==> src/rtl/ifu_fetch_queue.sv <==
// ifu_fetch_queue
//   Instruction fetch unit: owns the fetch PC, issues one ICache request at a time over an
//   addr_ok/data_ok handshake, predecodes the returned word (jal and backward branches are
//   predicted taken) and pushes {inst, pc, pred} into a circular fetch queue read by decode.
//   A back-end redirect flushes the queue, reloads the PC and discards any in-flight fetch.
//
// Ports
//   clk, rst                 clock (rising edge), asynchronous active-high reset
//   redirect, redirect_pc    back-end flush and its new fetch PC
//   ic_req, ic_addr          fetch request valid / address
//   ic_addr_ok, ic_data_ok   ICache request accept / data return strobes
//   ic_rdata                 returned instruction
//   id_valid, id_ready       queue head valid / decode consumes head
//   id_inst, id_pc           head instruction and its PC
//   id_pred_taken            head was predicted taken
//   fq_count                 queue occupancy
module ifu_fetch_queue #(
   parameter int unsigned PC_W     = 64,
   parameter int unsigned INST_W   = 32,
   parameter logic [63:0] RESET_PC = 64'h8000_0000,
   parameter int unsigned FQ_DEPTH = 4,
   parameter int unsigned CNT_W    = $clog2(FQ_DEPTH) + 1
) (
   input  logic              clk,
   input  logic              rst,
   input  logic              redirect,
   input  logic [PC_W-1:0]   redirect_pc,
   output logic              ic_req,
   output logic [PC_W-1:0]   ic_addr,
   input  logic              ic_addr_ok,
   input  logic              ic_data_ok,
   input  logic [INST_W-1:0] ic_rdata,
   output logic              id_valid,
   input  logic              id_ready,
   output logic [INST_W-1:0] id_inst,
   output logic [PC_W-1:0]   id_pc,
   output logic              id_pred_taken,
   output logic [CNT_W-1:0]  fq_count
);

   localparam int unsigned      PTR_W    = $clog2(FQ_DEPTH);
   localparam logic [PC_W-1:0]  RST_PC   = PC_W'(RESET_PC);
   localparam logic [CNT_W-1:0] FULL_CNT = CNT_W'(FQ_DEPTH);

   // StDrop: a request is still in flight but its data belongs to a flushed path.
   typedef enum logic [1:0] {StReq, StWait, StDrop} state_e;

   state_e            state_q, state_d;
   logic [PC_W-1:0]   fetch_pc_q, fetch_pc_d;
   logic [PC_W-1:0]   req_pc_q, req_pc_d;
   logic [PTR_W-1:0]  head_q, tail_q;
   logic [CNT_W-1:0]  count_q;
   logic [INST_W-1:0] fq_inst_q [FQ_DEPTH];
   logic [PC_W-1:0]   fq_pc_q [FQ_DEPTH];
   logic [FQ_DEPTH-1:0] fq_pred_q;

   logic accept, enq, deq;

   // Predecode of the returned word (RV32 encodings)
   logic [6:0]      opcode;
   logic            is_jal, is_bwd_br, pred_taken;
   logic [20:0]     jal_imm;
   logic [12:0]     br_imm;
   logic [PC_W-1:0] jal_off, br_off, pred_target;

   assign opcode      = ic_rdata[6:0];
   assign is_jal      = (opcode == 7'b1101111);
   assign is_bwd_br   = (opcode == 7'b1100011) && ic_rdata[31];
   assign pred_taken  = is_jal | is_bwd_br;
   assign jal_imm     = {ic_rdata[31], ic_rdata[19:12], ic_rdata[20], ic_rdata[30:21], 1'b0};
   assign br_imm      = {ic_rdata[31], ic_rdata[7], ic_rdata[30:25], ic_rdata[11:8], 1'b0};
   assign jal_off     = {{(PC_W-21){jal_imm[20]}}, jal_imm};
   assign br_off      = {{(PC_W-13){br_imm[12]}}, br_imm};
   assign pred_target = req_pc_q + (is_jal ? jal_off : br_off);

   // A request is only issued with a free slot, so the later enqueue cannot overflow.
   assign ic_req  = ~rst & (state_q == StReq) & (count_q < FULL_CNT) & ~redirect;
   assign ic_addr = fetch_pc_q;
   assign accept  = ic_req & ic_addr_ok;
   assign enq     = (state_q == StWait) & ic_data_ok & ~redirect;
   assign deq     = id_valid & id_ready & ~redirect;

   always_comb begin
      state_d    = state_q;
      fetch_pc_d = fetch_pc_q;
      req_pc_d   = req_pc_q;
      if (redirect) begin
         fetch_pc_d = redirect_pc;
         unique case (state_q)
            StReq:   if (ic_addr_ok) state_d = StDrop;
            StWait:  state_d = ic_data_ok ? StReq : StDrop;
            StDrop:  if (ic_data_ok) state_d = StReq;
            default: state_d = StReq;
         endcase
      end else begin
         unique case (state_q)
            StReq: begin
               if (accept) begin
                  state_d  = StWait;
                  req_pc_d = fetch_pc_q;
               end
            end
            StWait: begin
               if (ic_data_ok) begin
                  state_d    = StReq;
                  fetch_pc_d = pred_taken ? pred_target : req_pc_q + PC_W'(4);
               end
            end
            StDrop:  if (ic_data_ok) state_d = StReq;
            default: state_d = StReq;
         endcase
      end
   end

   always_ff @(posedge clk or posedge rst) begin
      if (rst) begin
         state_q    <= StReq;
         fetch_pc_q <= RST_PC;
         req_pc_q   <= '0;
         head_q     <= '0;
         tail_q     <= '0;
         count_q    <= '0;
      end else begin
         state_q    <= state_d;
         fetch_pc_q <= fetch_pc_d;
         req_pc_q   <= req_pc_d;
         if (redirect) begin
            head_q  <= '0;
            tail_q  <= '0;
            count_q <= '0;
         end else begin
            if (enq) tail_q <= tail_q + PTR_W'(1);
            if (deq) head_q <= head_q + PTR_W'(1);
            case ({enq, deq})
               2'b10:   count_q <= count_q + CNT_W'(1);
               2'b01:   count_q <= count_q - CNT_W'(1);
               default: count_q <= count_q;
            endcase
         end
      end
   end

   // Payload storage needs no reset: outputs are masked while the queue is empty.
   always_ff @(posedge clk) begin
      if (enq) begin
         fq_inst_q[tail_q] <= ic_rdata;
         fq_pc_q[tail_q]   <= req_pc_q;
         fq_pred_q[tail_q] <= pred_taken;
      end
   end

   assign id_valid      = (count_q != '0);
   assign id_inst       = id_valid ? fq_inst_q[head_q] : '0;
   assign id_pc         = id_valid ? fq_pc_q[head_q] : '0;
   assign id_pred_taken = id_valid & fq_pred_q[head_q];
   assign fq_count      = count_q;

endmodule

==> config.mk <==
export PLATFORM = sky130hd
export DESIGN_NAME = ifu_fetch_queue
export DESIGN_NICKNAME = d
export VERILOG_FILES = /design/src/rtl/ifu_fetch_queue.sv
export SDC_FILE = /design/constraint.sdc
export NUM_CORES = 1
export LEC_CHECK = 0
export CAP_MARGIN = 20
export CORE_MARGIN = 1
export CORE_UTILIZATION = 26
export DETAILED_ROUTE_END_ITERATION = 10
export HOLD_SLACK_MARGIN = 0.12
export PLACE_DENSITY_LB_ADDON = 0.08
export SLEW_MARGIN = 30
export SYNTH_ARGS = -nofsm -noshare
export SYNTH_HDL_FRONTEND = slang
export SYNTH_SLANG_ARGS = --single-unit
==> constraint.sdc <==
create_clock -name clk -period 10 [get_ports clk]
set_input_delay 1.5 -clock clk [delete_from_list [all_inputs] [get_ports clk]]
set_output_delay 1.5 -clock clk [all_outputs]
set_load 0.02 [all_outputs]
# Word-level counts from Yosys, hierarchy flattened
# Memories as Yosys holds them, arrays and structs flattened.
# Index checks and enable logic that the tools add are counted.
# word_totals
n_memories	2
rom_bits	0
in_bits	102
ram_bits	384
latchBits	0
wordCells	79
output_inout_bits	166
reg_bits	141
# memory_table
name	depth	width	rd	rd_clocked_by_memory_dff	wr	line	text
fq_pc_q	4	64	1	0	1	54	logic [PC_W-1:0] fq_pc_q [FQ_DEPTH];
fq_inst_q	4	32	1	0	1	53	logic [INST_W-1:0] fq_inst_q [FQ_DEPTH];
# op_classes
n_reduce_logical	13
n_mul	0
n_shift	0
n_eq_ne	8
n_lt_le_gt_ge	4
n_bitwise	12
muxes	27
n_div	0
n_addsub	6
# ops
cell	n
$mux W64	5
$add A64 B3 Y64 const B	1
$add A64 B64 Y64	1
$mux W32	1
$mux W20	1
$mux W2	9
$eq A7 B7 Y1 const B	2
$and A1 B1 Y1	9
$reduce_bool A2 Y1	4
$lt A2 B3 Y1 const B	2
$ne A3 B3 Y1 const B	2
$pmux W2 S3	1
$pmux W3 S2	1
$reduce_bool A3 Y1	2
$add A2 B1 Y2 const B	2
$bwmux W4	1
$eq A2 B1 Y1 const B	2
$eq A2 B2 Y1 const B	2
$mux W1	4
$pmux W2 S2	1
$reduce_and A2 Y1	2
$add A3 B1 Y3 const B	1
$lt A3 B3 Y1 const B	1
$mux W3	1
other kinds (10)	12

# Depth between registers and ports, before layout
# Gate-level depths: netlist of the first run.
# depth
ltp_word	8
depth_mapped	18
depth_no_buf	16

# Worst setup path after synthesis of the first run
# OpenSTA, ideal clock, no wires.
# synth_path
path_type	input-to-reg
startpoint	input port ic_rdata[6]
endpoint	register fetch_pc_q[61] (netlist: ic_addr[61])
cell_stages	17
arrival_time_ns	5.451
path_buffers	1
t_required_ns	9.864
slack_ns	4.413
setup_time_ns	0.136
path_cell_list	nor2b_1 > nand4_1 > nor2_1 > clkbuf_1 > mux2_2 > ha_1 > fa_1 > a21oi_1 > o21ai_0 > a31oi_1 > o21ai_0 > a31o_2 > a21oi_1 > a211oi_1 > o21ai_0 > mux2i_1 > or3b_2
# synth_between
elab_chain_cells	7
# synth_rtl
element	line	text
start: declaration	32	input logic [INST_W-1:0] ic_rdata,
$eq A7 B7 Y1, on equally long branches	67, 68	
$mux W20 or $logic_and A1 B1 Y1 (tied branches)	74, 68	
$add A64 B64 Y64 or $or A1 B1 Y1 (tied branches)	74, 69	
$mux W64 (*)	106	fetch_pc_d = pred_taken ? pred_target : req_pc_q + PC_W'(4);
$mux W64 (*)	104	if (ic_data_ok) begin
$mux W64 (*)	96	unique case (state_q)
$mux W64 (*)	87	if (redirect) begin
end signal: assignment	125	fetch_pc_q <= fetch_pc_d;
end: declaration	49	logic [PC_W-1:0] fetch_pc_q, fetch_pc_d;
# Mark *: on every way between the ends. The rest lies on a longest branch, timed or not. The select of a mux whose other input is x is not followed.
# A chain may end at the register's enable or synchronous reset.

# Worst setup path in the final report of the first run
# Same ends and word-level chain as after synthesis.

==> key figures, run 1 <==
Place
  • IO Port Bufs: 267
  • Placed Instance Area: 0.03009 mm²
  • Placed cell count: 3482
  • Routability cong.: 0.8228
  • DP Worst Slack: 3140 ps
  • DP HPWL: 57.22 mm

Pwr
  • Internal power: 5.510 mW
  • Combinational power share: 34.9%
  • Clk pwr share: 28.6%
  • Switching fraction of total power: 36.48%
  • Pwr Density: 267.5 mW/mm²
  • VDD IR-drop max: 0.1467 mV
  • Register share of total power: 36.6%
  • Sw Pwr: 3.165 mW
  • P_leak: 11.29 nW

Critical path
  • CP peak stage delay: 560 ps
  • Worst path arrival time: 6720 ps
  • Worst Setup End Kind: flop
  • Critical-path top delay cell: clkdlybuf4s50_1
  • Startpoint types: primary input
  • Critical path data required time: 10490 ps
  • Cells along the critical path: clkdlybuf4s50_1 > nor2b_1 > nand4_1 > nor2_1 > buf_4 > mux2_2 > ha_1 > fa_1 > a21oi_1 > o21ai_0 > a31oi_1 > o21ai_0 > a31o_2 > a21oi_1 > a211oi_1 > o21ai_0 > mux2i_1 > or3b_2
  • Worst reg2reg startpoint: req_pc_q[1]
  • CP dominant cell by count: o21ai_0
  • Cell depth of the worst flop-to-flop path: 12
  • Reg-to-reg setup timing slack: 5730 ps
  • Critical path peak fanout: 14
  • FF-to-FF End: ic_addr[61]
  • Setup Crit Path Kind: in -> reg

Clock network
  • Cts hold-fix bufs: 0
  • TritonCTS buffer count: 67
  • CTS tree: built
  • Post-CTS Setup Bufs: 0
  • Max H-tree Level: 3
  • Clk_lat worst skew: 620 ps
  • Clock Path Buffers: 3
  • Worst-path clk slew: 60 ps
  • CTS Root Cell: clkbuf_16
  • CTS Sinks: 525
  • CTS-repair resized insts: 0

Yosys
  • Dominant cells by area after synthesis: edfxtp_1, dfrtp_1, mux4_2
  • EDFF count, synth: 388
  • Post-synth top area share: 44.91%
  • Yosys top cell by area: edfxtp_1
  • Fraction of synthesis flops using an asynchronous set or reset pin: 26.10%
  • Mean area per synthesized cell: 12.93 µm²
  • Yosys cell types: 66
  • Synthesized flop and latch total: 525
  • Count leader, synth: edfxtp_1
  • Synthesized area: 0.02594 mm²
  • Gate Count Post-Synth: 2006
  • Synth Net Count: 2181
  • Post-synthesis sequential area ratio: 58.13%
  • Synth top cells by count: edfxtp_1, nand2_1, a21oi_1
  • Synth Warn #: 0
  • Most common flop cell mapped by yosys: edfxtp_1

Cells and area
  • Share of cells above drive strength 1: 13.75%
  • Layout fillers: 9762
  • Seq. cell area: 0.01509 mm²
  • P&R area growth vs syn: 24.99%
  • Multi-input combinational cell area: 0.01039 mm²
  • Post-Layout Inst Area: 0.03242 mm²
  • Non-filler cells, final: 3609
  • NumNets Final: 2440

Routing
  • Drc violations: 0
  • DR pass1 iterations: 7
  • Via Count: 17670
  • Initial DRC count: 1085
  • Drt via density: 4.896
  • Routed Antenna Nets: 0
  • WL per Instance: 23.80 µm
  • Routed WL: 85.88 mm

Timing
  • Clock Skews: 22.12 ps
  • Min Hold Slack: 543.8 ps
  • Pins Over Slew Limit: 0
  • Fmax: 160.7 MHz
  • Setup Viol. Count Final: 0
  • Setup TNS: 0 ps
  • RSZ-0062 raised after global routing: no
  • Final period util: 62.22%
  • Worst slew margin: 41.38%
  • Worst-margin pin slew: 879.3 ps
  • Min Tclk post-route: 6222 ps
  • Final WS setup: 3778 ps
  • Fin. Hold Viols: 0

Floorplanning
  • Starting density of the core: 26.32%
  • Die H: 317.9 µm
  • Core area: 0.09856 mm²
  • Die X: 317.9 µm
  • Full die area: 0.1010 mm²
  • Num rows: 115
  • Io pins: 268

Hold path
  • Hold Path Class: reg -> reg
  • Worst-case hold path end point: req_pc_q[8]
  • Hold path start: ic_addr[8]
  • WHS Path Cells: 1

Global routing
  • Total grt overflow: 0
  • First-pass GRT wire length: 125.8 mm
  • Overall Global Routing Usage: 16.81%
  • Largest net degree at the start of global routing: 79
  • Initial antenna violation count: 4
  • Vias in the first global route: 18270

Run status
  • Outcome: completed

Flow run
  • Max-cap violations: 0
[layout by cell type, fill, tap and decap left out, drive strengths merged, types with 32 or more instances in the layout]
cell | synthesis | layout
ha | 71 | 71
o21ai | 113 | 113
nand2 | 162 | 162
clkbuf | 87 | 87
dfrtp | 136 | 136
nor2 | 117 | 117
and2 | 111 | 111
mux2 | 70 | 70
xnor2 | 72 | 72
a211oi | 39 | 39
xor2 | 43 | 43
mux4 | 97 | 97
clkdlybuf4s50 | 0 | 265
a21o | 32 | 32
edfxtp | 388 | 388
a21oi | 147 | 147
nand3 | 44 | 44
[metrics by stage]
stage	utilization [%]	power [mW]
5_1_grt	32.90	9.183
6_report	32.90	8.674
4_1_cts	32.86	8.807
3_5_place_dp	30.52	6.272
3_3_place_gp	30.50	6.260
2_1_floorplan	-	5.051
[flip-flops by register name (all words and copies together) (netlist names)]
register / count
fq_pred_q: 4
head_q: 2
fq_inst_q: 128
fq_count: 3
req_pc_q: 64
fq_pc_q: 256
ic_addr: 64
state_q: 2
tail_q: 2
[layout make-up]
| type | count | area share, % |
|---|---|---|
| multi-input combinational | 1349 | 32.05 |
| antenna | 2 | 0.01544 |
| tap | 1287 | 4.966 |
| inverter | 26 | 0.3164 |
| clock buffer | 87 | 5.557 |
| timing repair buffer | 296 | 9.003 |
| clock inverter | 37 | 1.555 |
| sequential | 525 | 46.53 |
[logic make-up after synthesis]
group / Yosys count / share of synthesized area [%]
simple gates: 554 / 10.52
compound gates: 434 / 10.26
buf+inv: 132 / 1.920
fa+ha+maj: 73 / 3.579
xor+xnor: 115 / 3.883
flops: 525 / 58.13
mux: 173 / 11.71
[critical path, delay by kind of cell]
family	cells	cell delay, ps
AOI/OAI and AO/OA	8	2260
and+or+nand+nor	4	900
buffers and inverters	2	810
adders and majority gates	2	630
muxes	2	600
[layer usage]
layer	part of all wire, %	global-route usage [%]	wire length (µm)
met4	1.6	3.700	1381
met1	45	22.13	38790
met5	0.015	0	13
met2	49	28.53	42120
met3	4.2	3.165	3572
[worst max-delay path by stage]
stage           startpoint          end  slack [ps]
3_3_place_gp   ic_rdata[6]  ic_addr[61]        3210
3_5_place_dp   ic_rdata[6]  ic_addr[61]        3140
5_1_grt        ic_rdata[6]  ic_addr[61]        3360
6_report       ic_rdata[6]  ic_addr[61]        3780
4_1_cts        ic_rdata[6]  ic_addr[61]        3780
2_1_floorplan  ic_rdata[6]  ic_addr[61]        4410
[power groups by stage]
stage	registers (mW)	logic, mW	clock network, mW
CTS	3.18	3.07	2.56
floorplan	3.03	2.02	0
detailed placement	3.22	3.05	0
global route	3.23	3.31	2.64
global placement	3.20	3.06	0
finish	3.17	3.02	2.48
Power figures use the tool's default switching activity.
==> run 2, diff against run 1 <==
==> constraint.sdc (replaced) <==
create_clock -name clk -period 5.55 [get_ports clk]
set_input_delay 0.8325 -clock clk [delete_from_list [all_inputs] [get_ports clk]]
set_output_delay 0.8325 -clock clk [all_outputs]
set_load 0.02 [all_outputs]
==> key figures, run 2 (same netlist as run 1, synthesis figures left out) <==
Global routing
  • Total grt overflow: 0 (unchanged)
  • Largest net degree at the start of global routing: 86 (+8.9%)
  • Initial antenna violation count: 0 (-4)
  • Overall Global Routing Usage: 16.76% (-0.045 points)
  • First-pass GRT wire length: 126.4 mm (+0.53%)
  • Vias in the first global route: 18460 (+1.0%)

Floorplanning
  • Die H: 317.9 µm (unchanged)
  • Core area: 0.09856 mm² (unchanged)
  • Die X: 317.9 µm (unchanged)
  • Io pins: 268 (unchanged)
  • Starting density of the core: 26.32% (unchanged)
  • Full die area: 0.1010 mm² (unchanged)
  • Num rows: 115 (unchanged)

Timing
  • Pins Over Slew Limit: 0 (unchanged)
  • RSZ-0062 raised after global routing: no
  • Clock Skews: 37.71 ps (+15.59 ps)
  • Min Hold Slack: 541.7 ps (-2.080 ps)
  • Worst-margin pin slew: 985.2 ps (+106.0 ps)
  • Worst slew margin: 34.32% (-7.1 points)
  • Setup TNS: 0 ps (unchanged)
  • Final period util: 86.62%
  • Min Tclk post-route: 4807 ps
  • Fin. Hold Viols: 0 (unchanged)
  • Setup Viol. Count Final: 0 (unchanged)
  • Fmax: 208.0 MHz

Clock network
  • CTS tree: built
  • CTS Root Cell: clkbuf_16
  • Max H-tree Level: 2 (-1)
  • Clk_lat worst skew: 660 ps (+40 ps)
  • TritonCTS buffer count: 59 (-12%)
  • Cts hold-fix bufs: 0 (unchanged)
  • CTS-repair resized insts: 0 (unchanged)
  • Clock Path Buffers: 3 (unchanged)
  • CTS Sinks: 525 (unchanged)
  • Post-CTS Setup Bufs: 0 (unchanged)
  • Worst-path clk slew: 60 ps (about the same)

Pwr
  • VDD IR-drop max: 0.2473 mV (+69%)
  • Register share of total power: 37.4% (+0.8 points)
  • Sw Pwr: 5.596 mW (+77%)
  • Switching fraction of total power: 36.95% (+0.47 points)
  • P_leak: 11.36 nW (+0.57%)
  • Internal power: 9.547 mW (+73%)
  • Clk pwr share: 24.8% (-3.8 points)
  • Combinational power share: 37.8% (+2.9 points)
  • Pwr Density: 466.5 mW/mm² (+74%)

Critical path
  • Setup Crit Path Kind: in -> reg
  • Startpoint types: primary input
  • CP peak stage delay: 490 ps (-70 ps)
  • Worst Setup End Kind: flop
  • Cells along the critical path: clkdlybuf4s50_1 > nor2b_1 > nand4_1 > nor2_1 > buf_4 > mux2_2 > ha_1 > fa_1 > a21oi_1 > o21ai_0 > a31oi_1 > buf_4 > o21ai_0 > a31o_2 > a21oi_1 > buf_4 > a211oi_1 > o21ai_0 > mux2i_1 > or3b_2
  • Worst path arrival time: 5340 ps (-1380 ps)
  • Critical path peak fanout: 6 (-8)
  • Reg-to-reg setup timing slack: 1690 ps (-4040 ps)
  • Critical-path top delay cell: clkdlybuf4s50_1
  • Critical path data required time: 6090 ps (-4400 ps)

Run status
  • Outcome: completed

Routing
  • Routed Antenna Nets: 0 (unchanged)
  • Routed WL: 85.78 mm (-0.12%)
  • Drt via density: 4.889 (-0.14%)
  • Initial DRC count: 1003 (-7.6%)
  • Via Count: 17820 (+0.86%)
  • Drc violations: 0 (unchanged)
  • DR pass1 iterations: 7 (unchanged)
  • WL per Instance: 23.53 µm (-1.1%)

Place
  • IO Port Bufs: 267 (unchanged)
  • Routability cong.: 0.8556 (+4.0%)
  • DP HPWL: 58.06 mm (+1.5%)

Cells and area
  • Multi-input combinational cell area: 0.01041 mm² (+0.14%)
  • Layout fillers: 9784 (+0.23%)
  • Most flops, register: fq_pc_q
  • Share of cells above drive strength 1: 15.10% (+1.4 points)
  • Max reg flops: 256 (unchanged)
  • Seq. cell area: 0.01509 mm² (unchanged)
  • NumNets Final: 2482 (+1.7%)
  • Most common cell after layout, fill and taps aside: edfxtp_1
  • Largest registers: fq_pc_q x256, fq_inst_q x128
  • Commonest non-fill, non-tap cells in the layout: edfxtp_1, clkdlybuf4s50_1, nand2_1
  • P&R area growth vs syn: 25.13%

Hold path
  • Hold Path Class: reg -> reg

Flow run
  • Max-cap violations: 0 (unchanged)
-- run 2: per-stage QoR --
stage / area [µm²] / total power [mW] / std cells / util (%) / setup slack (ps)
finish: 32460 / 15.14 / 3645 / 32.93 / 742.6
detailed placement: 30610 / 11.55 / 3533 / 31.05 / 27.35
global placement: 30590 / 11.53 / 3533 / 31.04 / 42.24
global route: 32460 / 16.05 / 3644 / 32.93 / 473.2
floorplan: 25940 / 9.100 / 2006 / - / 630.7
CTS: 32460 / 15.36 / 3644 / 32.93 / 718.6
-- run 2: final timing paths --
path / start / depth (start not counted) / to
setup / recovery: ic_rdata[6] / 20 / ic_addr[61]
hold / removal: ic_addr[32] / 1 / req_pc_q[32]
setup reg to reg: req_pc_q[2] / 11 / ic_addr[42]
hold reg to reg: ic_addr[32] / 1 / req_pc_q[32]
max in group asynchronous: rst / 3 / req_pc_q[22]
min in group asynchronous: rst / 2 / req_pc_q[59]
-- run 2: area by class of cell --
| type | instances | share of cell area (%) |
|---|---|---|
| Inverter | 26 | 0.3161 |
| Multi-Input combinational cell | 1349 | 32.07 |
| Tap cell | 1287 | 4.961 |
| Sequential cell | 525 | 46.48 |
| Timing Repair Buffer | 346 | 10.46 |
| Antenna cell | 1 | 0.007709 |
| Clock inverter | 36 | 0.8789 |
| Clock buffer | 75 | 4.826 |
-- run 2: routing by layer --
| metal | GRT usage [%] | share of wire (%) | vias up |
|---|---|---|---|
| met4 | 3.808 | 2.0 | 0 |
| met3 | 2.197 | 3.7 | 90 |
| met2 | 28.61 | 49 | 360 |
| li1 | - | - | 8222 |
| met1 | 22.51 | 45 | 9148 |
| met5 | 0 | 0 | - |
-- run 2: power by group through the flow --
stage	logic, mW	clock network [mW]	registers, mW
after global placement	5.81	0	5.72
after floorplan	3.64	0	5.46
after global routing	6.29	4.00	5.76
after CTS	5.82	3.86	5.68
after detailed placement	5.79	0	5.76
final	5.73	3.75	5.67
-- run 2: worst max-delay path: cells and delay by family --
family,cells,cell delay [ps]
compound gates,8,1410
buf+inv,4,1010
simple gates,4,890
fa+ha+maj,2,600
mux,2,580
